File: config.mk
export PLATFORM = sky130hd
export DESIGN_NAME = dac_stream_capture
export DESIGN_NICKNAME = d
export VERILOG_FILES = /design/src/rtl/dac_stream_capture_pkg.sv /design/src/rtl/dac_stream_capture_sync_fifo.sv /design/src/rtl/dac_stream_capture.sv
export SDC_FILE = /design/constraint.sdc
export NUM_CORES = 1
export LEC_CHECK = 0
export CAP_MARGIN = 20
export CORE_AREA = 2 2 172 300
export CTS_CLUSTER_DIAMETER = 150
export DETAILED_ROUTE_END_ITERATION = 12
export DIE_AREA = 0 0 174 302
export PLACE_DENSITY_LB_ADDON = 0.05
export SLEW_MARGIN = 5
export SYNTH_ARGS = -nofsm -noshare
export SYNTH_HDL_FRONTEND = slang
export SYNTH_HIERARCHICAL = 1
export SYNTH_SLANG_ARGS = --single-unit
File: constraint.sdc
create_clock -name clk -period 4.7 [get_ports clk]
set_input_delay 0.94 -clock clk [delete_from_list [all_inputs] [get_ports clk]]
set_output_delay 0.94 -clock clk [all_outputs]
set_load 0.03 [all_outputs]
File: src/rtl/dac_stream_capture_pkg.sv
`default_nettype none
// +--------------------------------------------------------------------+
// | dac_stream_capture_pkg                                             |
// | Register map, STATUS/CTRL bit positions and reset values shared by |
// | the RTL and the firmware.                                          |
// | Revision: 1.0                                                      |
// +--------------------------------------------------------------------+
package dac_stream_capture_pkg;

    localparam logic [2:0] C_ADDR_STATUS   = 3'd0;
    localparam logic [2:0] C_ADDR_CH0      = 3'd1;

    localparam int C_ST_ENABLE     = 0;
    localparam int C_ST_EMPTY      = 1;
    localparam int C_ST_FULL       = 2;
    localparam int C_ST_OVERFLOW   = 3;
    localparam int C_ST_LEVEL_LSB  = 8;

    localparam int C_CTRL_ENABLE   = 0;
    localparam int C_CTRL_CLR_OVF  = 3;
    localparam int C_CTRL_FLUSH    = 4;

    localparam logic C_ENABLE_RST     = 1'b1;
    localparam logic C_LATCH_SYNC_RST = 1'b1;
    localparam logic C_SER_SYNC_RST   = 1'b0;

    typedef struct packed {
        logic       enable;
        logic       empty;
        logic       full;
        logic       overflow;
        logic [7:0] level;
    } status_t;

    function automatic logic [31:0] pack_status(input status_t s);
        logic [31:0] w;
        w = '0;
        w[C_ST_ENABLE]                 = s.enable;
        w[C_ST_EMPTY]                  = s.empty;
        w[C_ST_FULL]                   = s.full;
        w[C_ST_OVERFLOW]               = s.overflow;
        w[C_ST_LEVEL_LSB +: 8]         = s.level;
        return w;
    endfunction

endpackage
`default_nettype wire

File: src/rtl/dac_stream_capture_sync_fifo.sv
`default_nettype none
// +--------------------------------------------------------------------+
// | sync_fifo                                                          |
// | Single-clock FIFO with flush; flush beats push and pop.            |
// | Revision: 1.0                                                      |
// +--------------------------------------------------------------------+
module sync_fifo #(
    parameter int WIDTH = 32,
    parameter int DEPTH = 16
) (
    input  logic                     clk,
    input  logic                     rst,
    input  logic                     push,
    input  logic [WIDTH-1:0]         push_data,
    input  logic                     pop,
    input  logic                     flush,
    output logic [WIDTH-1:0]         head,
    output logic [$clog2(DEPTH):0]   level,
    output logic                     full,
    output logic                     empty
);
    localparam int AW = $clog2(DEPTH);

    logic [WIDTH-1:0] r_mem [DEPTH];
    logic [AW-1:0]    r_wr_ptr;
    logic [AW-1:0]    r_rd_ptr;
    logic [AW:0]      r_count;
    logic             w_do_pop;
    logic             w_do_push;

    assign empty = (r_count == '0);
    assign full  = (r_count == (AW+1)'(DEPTH));
    assign level = r_count;
    assign head  = r_mem[r_rd_ptr];

    // A pop frees the slot, so a push into a full FIFO can proceed alongside it
    assign w_do_pop  = pop && !empty && !flush;
    assign w_do_push = push && (!full || w_do_pop) && !flush;

    always_ff @(posedge clk or posedge rst) begin
        if (rst) begin
            r_wr_ptr <= '0;
            r_rd_ptr <= '0;
            r_count  <= '0;
        end else if (flush) begin
            r_wr_ptr <= '0;
            r_rd_ptr <= '0;
            r_count  <= '0;
        end else begin
            if (w_do_push) r_wr_ptr <= r_wr_ptr + AW'(1);
            if (w_do_pop)  r_rd_ptr <= r_rd_ptr + AW'(1);
            case ({w_do_push, w_do_pop})
                2'b10:   r_count <= r_count + (AW+1)'(1);
                2'b01:   r_count <= r_count - (AW+1)'(1);
                default: r_count <= r_count;
            endcase
        end
    end

    always_ff @(posedge clk) begin
        if (w_do_push) r_mem[r_wr_ptr] <= push_data;
    end

endmodule
`default_nettype wire

File: src/rtl/dac_stream_capture.sv
`default_nettype none
// +--------------------------------------------------------------------+
// | dac_stream_capture                                                 |
// | Serial DAC bus sniffer: frames per-channel latches into a FIFO     |
// | readable over a Wishbone slave.                                    |
// | Revision: 1.0                                                      |
// +--------------------------------------------------------------------+
module dac_stream_capture
    import dac_stream_capture_pkg::*;
#(
    parameter int CHANNELS   = 2,
    parameter int SAMPLE_W   = 16,
    parameter int FIFO_DEPTH = 16,
    parameter int CLK_EDGE   = 0
) (
    input  logic                         clk,
    input  logic                         rst,
    input  logic                         ser_clk,
    input  logic                         ser_data,
    input  logic [CHANNELS-1:0]          ser_latch,
    input  logic [2:0]                   wb_addr,
    input  logic [31:0]                  wb_wdata,
    input  logic                         wb_we,
    input  logic                         wb_cyc,
    output logic [31:0]                  wb_rdata,
    output logic                         wb_ack,
    output logic                         frame_valid,
    output logic [CHANNELS*SAMPLE_W-1:0] frame_data
);
    localparam int FW = CHANNELS * SAMPLE_W;
    localparam int LW = $clog2(FIFO_DEPTH) + 1;

    // [0] sync1, [1] sync2, [2] history
    logic [2:0]          r_sclk;
    logic [2:0]          r_sdat;
    logic [CHANNELS-1:0] r_lat1, r_lat2, r_lath;
    logic [1:0]          r_warm;
    logic                r_shift_evt, r_shift_bit;
    logic [CHANNELS-1:0] r_latch_evt;
    logic [SAMPLE_W-1:0] r_shift;
    logic [SAMPLE_W-1:0] r_hold [CHANNELS];
    logic [CHANNELS-1:0] r_got;
    logic                r_enable, r_overflow;

    logic                w_warm, w_sclk_edge;
    logic [CHANNELS-1:0] w_latch_fall;
    logic [FW-1:0]       w_holds, w_head;
    logic [LW-1:0]       w_level;
    logic                w_full, w_empty;
    logic                w_access, w_ctrl_wr, w_pop, w_push, w_flush, w_drop;
    status_t             w_status;
    logic [31:0]         w_rdata;
    logic                w_unused;

    assign w_warm       = (r_warm == 2'd3);
    assign w_latch_fall = r_lath & ~r_lat2;

    generate
        if (CLK_EDGE != 0) begin : g_rise_edge
            assign w_sclk_edge = r_sclk[1] & ~r_sclk[2];
        end else begin : g_fall_edge
            assign w_sclk_edge = ~r_sclk[1] & r_sclk[2];
        end
        for (genvar i = 0; i < CHANNELS; i++) begin : g_flat
            assign w_holds[i*SAMPLE_W +: SAMPLE_W] = r_hold[i];
        end
    endgenerate

    // Edge pulses are registered so shift and latch stay aligned for the
    // pre-shift capture, and gated until the sync chains have refilled.
    always_ff @(posedge clk or posedge rst) begin
        if (rst) begin
            r_sclk      <= {3{C_SER_SYNC_RST}};
            r_sdat      <= {3{C_SER_SYNC_RST}};
            r_lat1      <= {CHANNELS{C_LATCH_SYNC_RST}};
            r_lat2      <= {CHANNELS{C_LATCH_SYNC_RST}};
            r_lath      <= {CHANNELS{C_LATCH_SYNC_RST}};
            r_warm      <= 2'd0;
            r_shift_evt <= 1'b0;
            r_shift_bit <= 1'b0;
            r_latch_evt <= '0;
        end else begin
            r_sclk      <= {r_sclk[1:0], ser_clk};
            r_sdat      <= {r_sdat[1:0], ser_data};
            r_lat1      <= ser_latch;
            r_lat2      <= r_lat1;
            r_lath      <= r_lat2;
            if (!w_warm) r_warm <= r_warm + 2'd1;
            r_shift_evt <= w_sclk_edge && w_warm;
            r_shift_bit <= r_sdat[1];
            r_latch_evt <= w_latch_fall & {CHANNELS{w_warm}};
        end
    end

    always_ff @(posedge clk or posedge rst) begin
        if (rst) begin
            r_shift     <= '0;
            r_got       <= '0;
            frame_valid <= 1'b0;
            frame_data  <= '0;
            for (int i = 0; i < CHANNELS; i++) r_hold[i] <= '0;
        end else begin
            if (r_shift_evt) r_shift <= SAMPLE_W'({r_shift, r_shift_bit});
            for (int i = 0; i < CHANNELS; i++) begin
                if (r_latch_evt[i]) r_hold[i] <= r_shift;
            end
            frame_valid <= &r_got;
            if (&r_got) begin
                r_got      <= r_latch_evt;
                frame_data <= w_holds;
            end else begin
                r_got      <= r_got | r_latch_evt;
            end
        end
    end

    assign w_access  = wb_cyc && !wb_ack;
    assign w_ctrl_wr = w_access && wb_we && (wb_addr == C_ADDR_STATUS);
    assign w_pop     = w_access && !wb_we && (wb_addr == 3'(CHANNELS)) && !w_empty;
    assign w_flush   = w_ctrl_wr && wb_wdata[C_CTRL_FLUSH];
    assign w_push    = frame_valid && r_enable;
    assign w_drop    = w_push && w_full && !w_pop && !w_flush;

    sync_fifo #(
        .WIDTH (FW),
        .DEPTH (FIFO_DEPTH)
    ) u_fifo (
        .clk       (clk),
        .rst       (rst),
        .push      (w_push),
        .push_data (frame_data),
        .pop       (w_pop),
        .flush     (w_flush),
        .head      (w_head),
        .level     (w_level),
        .full      (w_full),
        .empty     (w_empty)
    );

    always_comb begin
        w_status          = '0;
        w_status.enable   = r_enable;
        w_status.empty    = w_empty;
        w_status.full     = w_full;
        w_status.overflow = r_overflow;
        w_status.level    = 8'(w_level);
        w_rdata           = '0;
        if (wb_addr == C_ADDR_STATUS) begin
            w_rdata = pack_status(w_status);
        end else if (wb_addr <= 3'(CHANNELS) && !w_empty) begin
            w_rdata = 32'(w_head[32'(wb_addr - C_ADDR_CH0) * SAMPLE_W +: SAMPLE_W]);
        end
    end

    always_ff @(posedge clk or posedge rst) begin
        if (rst) begin
            wb_ack     <= 1'b0;
            wb_rdata   <= '0;
            r_enable   <= C_ENABLE_RST;
            r_overflow <= 1'b0;
        end else begin
            wb_ack   <= w_access;
            wb_rdata <= w_access ? w_rdata : '0;
            if (w_ctrl_wr) begin
                r_enable <= wb_wdata[C_CTRL_ENABLE];
                if (wb_wdata[C_CTRL_CLR_OVF]) r_overflow <= 1'b0;
            end
            if (w_drop) r_overflow <= 1'b1;
        end
    end

    assign w_unused = ^{wb_wdata[31:5], wb_wdata[2:1], r_sdat[2]};

endmodule
`default_nettype wire

## Word level (Yosys, flattened, before mapping)

Memory sizes are Yosys's and may differ from the RTL's.
Cells that the tools add are included.
Widths: inputs -> output; s select.

- Bits in registers: 148
- Latch bits: 0
- Memory bits (writable): 512
- ROM bits: 0
- Bits of input ports: 43
- Output and inout bits: 66
- Memories kept: 1

Memory list:

| name | words | bits a word | rd ports | clocked after memory_dff | wr ports | RTL line | text |
|---|---|---|---|---|---|---|---|
| u_fifo.r_mem | 16 | 32 | 1 | 0 | 1 | dac_stream_capture_sync_fifo.sv:24 | `logic [WIDTH-1:0] r_mem [DEPTH];` |

- Add/subtract/negate cells: 6
- Multiply operators: 0
- Div/mod/pow operators: 0
- $lt $le $gt $ge: 1
- Equality and inequality tests: 5
- Shifts and indexed selects: 1
- Muxes and demuxes: 15
- Bitwise gates (word level): 6
- Reduce and logical (&&, ||, !) cells: 33

Operator list:

| kind | number |
|---|---|
| $shiftx 32x33->16 | 1 |
| $mux 16 | 2 |
| $mux 32 | 1 |
| $logic_and 1x1->1 | 17 |
| $mux 4 | 4 |
| $pmux 5 s2 | 1 |
| $add 4x1->4 const B | 2 |
| $reduce_bool 2->1 | 4 |
| $logic_not 1->1 | 6 |
| $add 5x1->5 const B | 1 |
| $eq 5x5->1 const B | 1 |
| $logic_not 5->1 | 1 |
| $mux 1 | 5 |
| $mux 5 | 1 |
| $sub 5x1->5 const B | 1 |
| $and 2x2->2 | 2 |
| $eq 2x2->1 const B | 2 |
| $reduce_and 2->1 | 2 |
| $sub 3x1->4 const B | 1 |
| $eq 3x2->1 const B | 1 |
| $le 3x2->1 const B | 1 |
| $logic_not 3->1 | 1 |
| $reduce_bool 3->1 | 1 |
| $add 2x1->2 const B | 1 |
| 7 further kinds | 7 |

## Longest topological paths before layout

- Word-level depth: 13
- Gate-level depth with buffers: 14

## Cells and area by module

The synthesis kept the hierarchy.

Modules (own cells, without submodules):

| module | instances | cells each | area an instance (sq um) | seq. area each (sq um) |
|---|---|---|---|---|
| sync_fifo | 1 | 904 | 20,130.6 | 15,700.1 |
| dac_stream_capture | 1 | 315 | 4,685.7 | 2,986.6 |

## Worst setup path after synthesis

No wires, ideal clock.

- Path type: input to register
- Start: input port wb_addr[0]
- End: memory u_fifo.r_mem[12][0] (enable)
- Arrival time: 4.480 ns
- Required time: 4.279 ns
- Path slack: -0.201 ns
- Stages on the path: 10
- Path through: buf_4 buf_4 inv_1 ha_1 nand2b_1 nor4_1 nand2b_1 a31oi_1 nand2_1 nor2_1

- Word-level cells in the longest chain between the ends: 10

RTL lines:

| what | RTL line | text |
|---|---|---|
| start, declared | dac_stream_capture.sv:21 | `input logic [2:0] wb_addr,` |
| $eq 3x2->1 | dac_stream_capture.sv:119 | `assign w_pop = w_access && !wb_we && (wb_addr == 3'(CHANNELS)) && !w_empty;` |
| $logic_and 1x1->1 (2 in series) | dac_stream_capture.sv:119 |  |
| net w_pop | dac_stream_capture.sv:50 | `logic w_access, w_ctrl_wr, w_pop, w_push, w_flush, w_drop;` |
| $logic_and 1x1->1 (2 in series) | dac_stream_capture_sync_fifo.sv:37 | `assign w_do_pop = pop && !empty && !flush;` |
| $logic_or 1x1->1 | dac_stream_capture_sync_fifo.sv:38 | `assign w_do_push = push && (!full \|\| w_do_pop) && !flush;` |
| $logic_and 1x1->1 (2 in series) | dac_stream_capture_sync_fifo.sv:38 |  |
| $mux 1 | dac_stream_capture_sync_fifo.sv:61 | `if (w_do_push) r_mem[r_wr_ptr] <= push_data;` |
| $mux 1 (implied by the code) | dac_stream_capture_sync_fifo.sv:61 |  |
| end, declared | dac_stream_capture_sync_fifo.sv:24 |  |

The timed path passes the listed nets, and every way through them passes these cells.

## Final worst setup path

- Start: input port wb_cyc
- End: memory u_fifo.r_mem[6][3] (enable)

- Word-level cells in the longest chain between the ends: 11

RTL lines:

| what | RTL line | text |
|---|---|---|
| start, declared | dac_stream_capture.sv:24 | `input logic wb_cyc,` |
| $logic_and 1x1->1 | dac_stream_capture.sv:117 | `assign w_access = wb_cyc && !wb_ack;` |
| $logic_and 1x1->1 (3 in series) | dac_stream_capture.sv:119 |  |
| net w_pop | dac_stream_capture.sv:50 |  |
| $logic_and 1x1->1 (2 in series) | dac_stream_capture_sync_fifo.sv:37 |  |
| $logic_or 1x1->1 | dac_stream_capture_sync_fifo.sv:38 |  |
| $logic_and 1x1->1 (2 in series) | dac_stream_capture_sync_fifo.sv:38 |  |
| $mux 1 | dac_stream_capture_sync_fifo.sv:61 |  |
| $mux 1 (implied by the code) | dac_stream_capture_sync_fifo.sv:61 |  |

The timed path passes the listed nets, and every way through them passes these cells.

==> impl_metrics.env <==
export IMPL_status="completed"
export IMPL_root_buffer="clkbuf_16"
export IMPL_worst_ep_required_time_ns=4.94
export IMPL_slew_viol_final=0
export IMPL_cts_tree="yes"
export IMPL_core_um2=50200
export IMPL_wirelength_um=57100
export IMPL_grt_pass1_vias=12441
export IMPL_clockPowerShare=0.293
export IMPL_syn_area_um2=24800
export IMPL_met1_length_um=22100
export IMPL_critPathMaxStageDelay_ns=0.59
export IMPL_slowest_stage="nor4_1"
export IMPL_finalCritPeriodShare=0.832
export IMPL_p_switching_mw=4.65
export IMPL_cts_path_max_buffers=3
export IMPL_clk_latency_ns=0.61
export IMPL_drc_errors=0
export IMPL_antenna_found_initial=0
export IMPL_ctsHoldBuffers=0
export IMPL_async_flop_share=0.205
export IMPL_design_area_um2=28500
export IMPL_regToRegStartpoint="u_fifo/level[0]$_DFFE_PP0P_"
export IMPL_seq_power_share=0.497
export IMPL_maxSlewHeadroom=0.450
export IMPL_worst_slack_ns=0.788
export IMPL_combPwrFrac=0.209
export IMPL_finalSetupViolations=0
export IMPL_reg2reg_setup_slack_ns=1.05
export IMPL_crit_arrival_ns=4.15
export IMPL_path_cells="clkdlybuf4s50_1 -> nand2b_1 -> nor4_1 -> buf_4 -> nand2b_1 -> a31oi_1 -> nand2_1 -> nor2_4 -> buf_4"
export IMPL_avgSynthCellArea_um2=20.4
export IMPL_wire_per_inst_um=27.9
export IMPL_die_w_um=174
export IMPL_ys_flop_type="edfxtp_1"
export IMPL_first_pass_iters=4
export IMPL_drive_gt1_frac=0.293
export IMPL_post_route_util=0.568
export IMPL_post_cts_buffers=0
export IMPL_yosysUniqueCellTypes=55
export IMPL_clock_sinks=644
export IMPL_fin_crit_ns=3.91
export IMPL_top_layer="met4"
export IMPL_area_growth_pct=14.8
export IMPL_wl_met2_um=30600
export IMPL_grt_pass1_wl_um=84100
export IMPL_start_util=0.494
export IMPL_nFillCells=3887
export IMPL_cts_resized=0
export IMPL_tightest_slew_ns=0.825
export IMPL_p_leak_nw=9.80
export IMPL_yosys_warnings=6
export IMPL_intPower_mw=11.3
export IMPL_hold_ws_ns=0.353
export IMPL_holdPathStages=0
export IMPL_crit_path_end_kind="flip-flop"
export IMPL_cp_start_kind="input pin"
export IMPL_synthCells=1219
export IMPL_die_area_um2=52500
export IMPL_cp_endpoint="u_fifo/r_mem[6][3]$_DFFE_PP_"
export IMPL_portBuffers=63
export IMPL_met3WireLength_um=2200
export IMPL_maxCapViolCount=0
export IMPL_tns_ns=0
export IMPL_gp_congestion=0.754
export IMPL_vias_per_cell=5.79
export IMPL_grt_usage=0.223
export IMPL_post_dp_cell_area_um2=26600
export IMPL_path_class="input pin to flip-flop"
export IMPL_place_detailed_hpwl_um=34000
export IMPL_rows=109
export IMPL_grt_max_degree=78
export IMPL_ios=109
export IMPL_fmax_mhz=256
export IMPL_ir_worst_vdd_mv=0.361
export IMPL_r2r_end="u_fifo/r_mem[6][3]$_DFFE_PP_"
export IMPL_hold_viol=0
export IMPL_first_iter_violations=1059
export IMPL_synth_edf_count=512
export IMPL_gr_total_overflow=0
export IMPL_layout_nets=1390
export IMPL_ff2ff_path_depth=9
export IMPL_cts_max_level=2
export IMPL_cts_buffers=57
export IMPL_layout_common_cells="edfxtp_1, mux4_2, dfrtp_1, mux2_2, a22oi_1"
export IMPL_clock_skew_ns=0.0210
export IMPL_rsz0062_at_grt="false"
export IMPL_ys_ff_latch=644
export IMPL_fp_dieH_um=302
export IMPL_mostFrequentLayoutCell="edfxtp_1"
export IMPL_switching_share=0.292
export IMPL_hp_class="flip-flop to flip-flop"
export IMPL_dp_slack_ns=0.248
export IMPL_ant_nets=0
export IMPL_num_vias=11869
export IMPL_crit_start="wb_cyc"
export IMPL_powerDensity_nw_per_um2=560
export IMPL_crit_fanout=23
export IMPL_ys_seq_area_frac=0.753
export IMPL_clk_transition_reported_paths_ns=0.06
[how the worst min path moves through the flow]
stage | start | end | slack (ns)
final | r_sclk[0]$_DFF_PP0_ | r_sclk[1]$_DFF_PP0_ | 0.35
after global routing | r_sdat[1]$_DFF_PP0_ | r_shift_bit$_DFF_PP0_ | 0.36
after CTS | r_sdat[1]$_DFF_PP0_ | r_shift_bit$_DFF_PP0_ | 0.35
after detailed placement | r_sdat[1]$_DFF_PP0_ | r_shift_bit$_DFF_PP0_ | 0.34
after global placement | r_sdat[0]$_DFF_PP0_ | r_sdat[1]$_DFF_PP0_ | 0.34
after floorplan | r_sclk[0]$_DFF_PP0_ | r_sclk[1]$_DFF_PP0_ | 0.33
[routing by layer]
layer,global-route usage,up-vias
met5,0,-
met3,0.0274,92
met1,0.277,6406
li1,-,5090
met2,0.402,281
met4,0.0862,0
[state kept, by name, summed over array words and instances (netlist names), 2 cells and up]
| signal | count |
|---|---|
| u_fifo/r_wr_ptr | 4 |
| r_shift | 16 |
| u_fifo/r_rd_ptr | 4 |
| r_latch_evt | 2 |
| frame_data | 32 |
| r_sclk | 3 |
| r_warm | 2 |
| r_sdat | 2 |
| r_got | 2 |
| r_lath | 2 |
| u_fifo/r_mem | 512 |
| r_lat1 | 2 |
| r_hold | 32 |
| r_lat2 | 2 |
| wb_rdata | 16 |
| u_fifo/level | 5 |
[cells in the mapped netlist (2+ instances only)]
cell / n / area [um2]
clkbuf_8: 2 / 27.5
nor2_1: 40 / 150
mux2i_1: 11 / 110
and3b_1: 2 / 17.5
nand2_1: 50 / 188
o211ai_1: 3 / 22.5
inv_1: 17 / 63.8
dfrtp_1: 125 / 3130
xnor2_1: 4 / 35.0
a22oi_1: 64 / 480
mux2_4: 2 / 30.0
nand3b_1: 2 / 15.0
xor2_1: 4 / 35.0
buf_4: 22 / 165
and2_1: 2 / 12.5
nand2b_1: 7 / 43.8
clkbuf_1: 30 / 113
buf_2: 18 / 90.1
or3_1: 2 / 12.5
and3_1: 2 / 12.5
a21oi_1: 12 / 60.1
o21bai_1: 2 / 15.0
nand3_1: 3 / 15.0
edfxtp_1: 512 / 15400
dfstp_2: 7 / 184
ha_1: 12 / 150
a31oi_1: 3 / 18.8
mux4_2: 128 / 2880
nand4_1: 10 / 62.6
buf_1: 5 / 18.8
nor2b_1: 2 / 12.5
mux2_2: 91 / 1020
[final cells by class]
type                    instances  area [um2]  area share
clock inverters                36         362      0.0127
diodes                          1        2.50   0.0000879
clock buffers                  72        1500      0.0528
well taps                     666         833      0.0293
multi-input cells             494        5840       0.205
flip-flops and latches        644       18700       0.656
inverters                      17        68.8     0.00242
repair buffers                120        1180      0.0416
[logic make-up after synthesis]
logic type | count (synthesis) | synth area share
DFF | 644 | 0.753
muxes | 232 | 0.163
and+or+nand+nor | 133 | 0.0267
buffers and inverters | 96 | 0.0199
AOI/OAI and AO/OA | 92 | 0.0274
adders and majority gates | 13 | 0.00686
xor gates and xnor gates | 8 | 0.00282
other | 1 | 0.000151
[power groups by stage]
| stage | clock (mW) | sequential, mW | combinational, mW |
|---|---|---|---|
| 2_1_floorplan | 0 | 7.85 | 2.17 |
| 3_3_place_gp | 0 | 8.04 | 3.37 |
| 3_5_place_dp | 0 | 8.09 | 3.39 |
| 4_1_cts | 4.76 | 7.96 | 3.40 |
| 5_1_grt | 4.96 | 8.05 | 3.57 |
| 6_report | 4.68 | 7.93 | 3.34 |
[metrics by stage]
stage                     power [mW]  cells
after floorplan                 10.0   1234
after global placement          11.4   1940
after detailed placement        11.5   1940
after CTS                       16.1   2048
after global routing            16.6   2049
final                           15.9   2050
[critical path: cells and delay by family]
family,cells,cell delay [ns]
AND/OR/NAND/NOR,5,1.54
AO/OA/AOI/OAI,1,0.49
buffers and inverters,3,1.16
No activity file was read; power rests on OpenSTA's default activity.
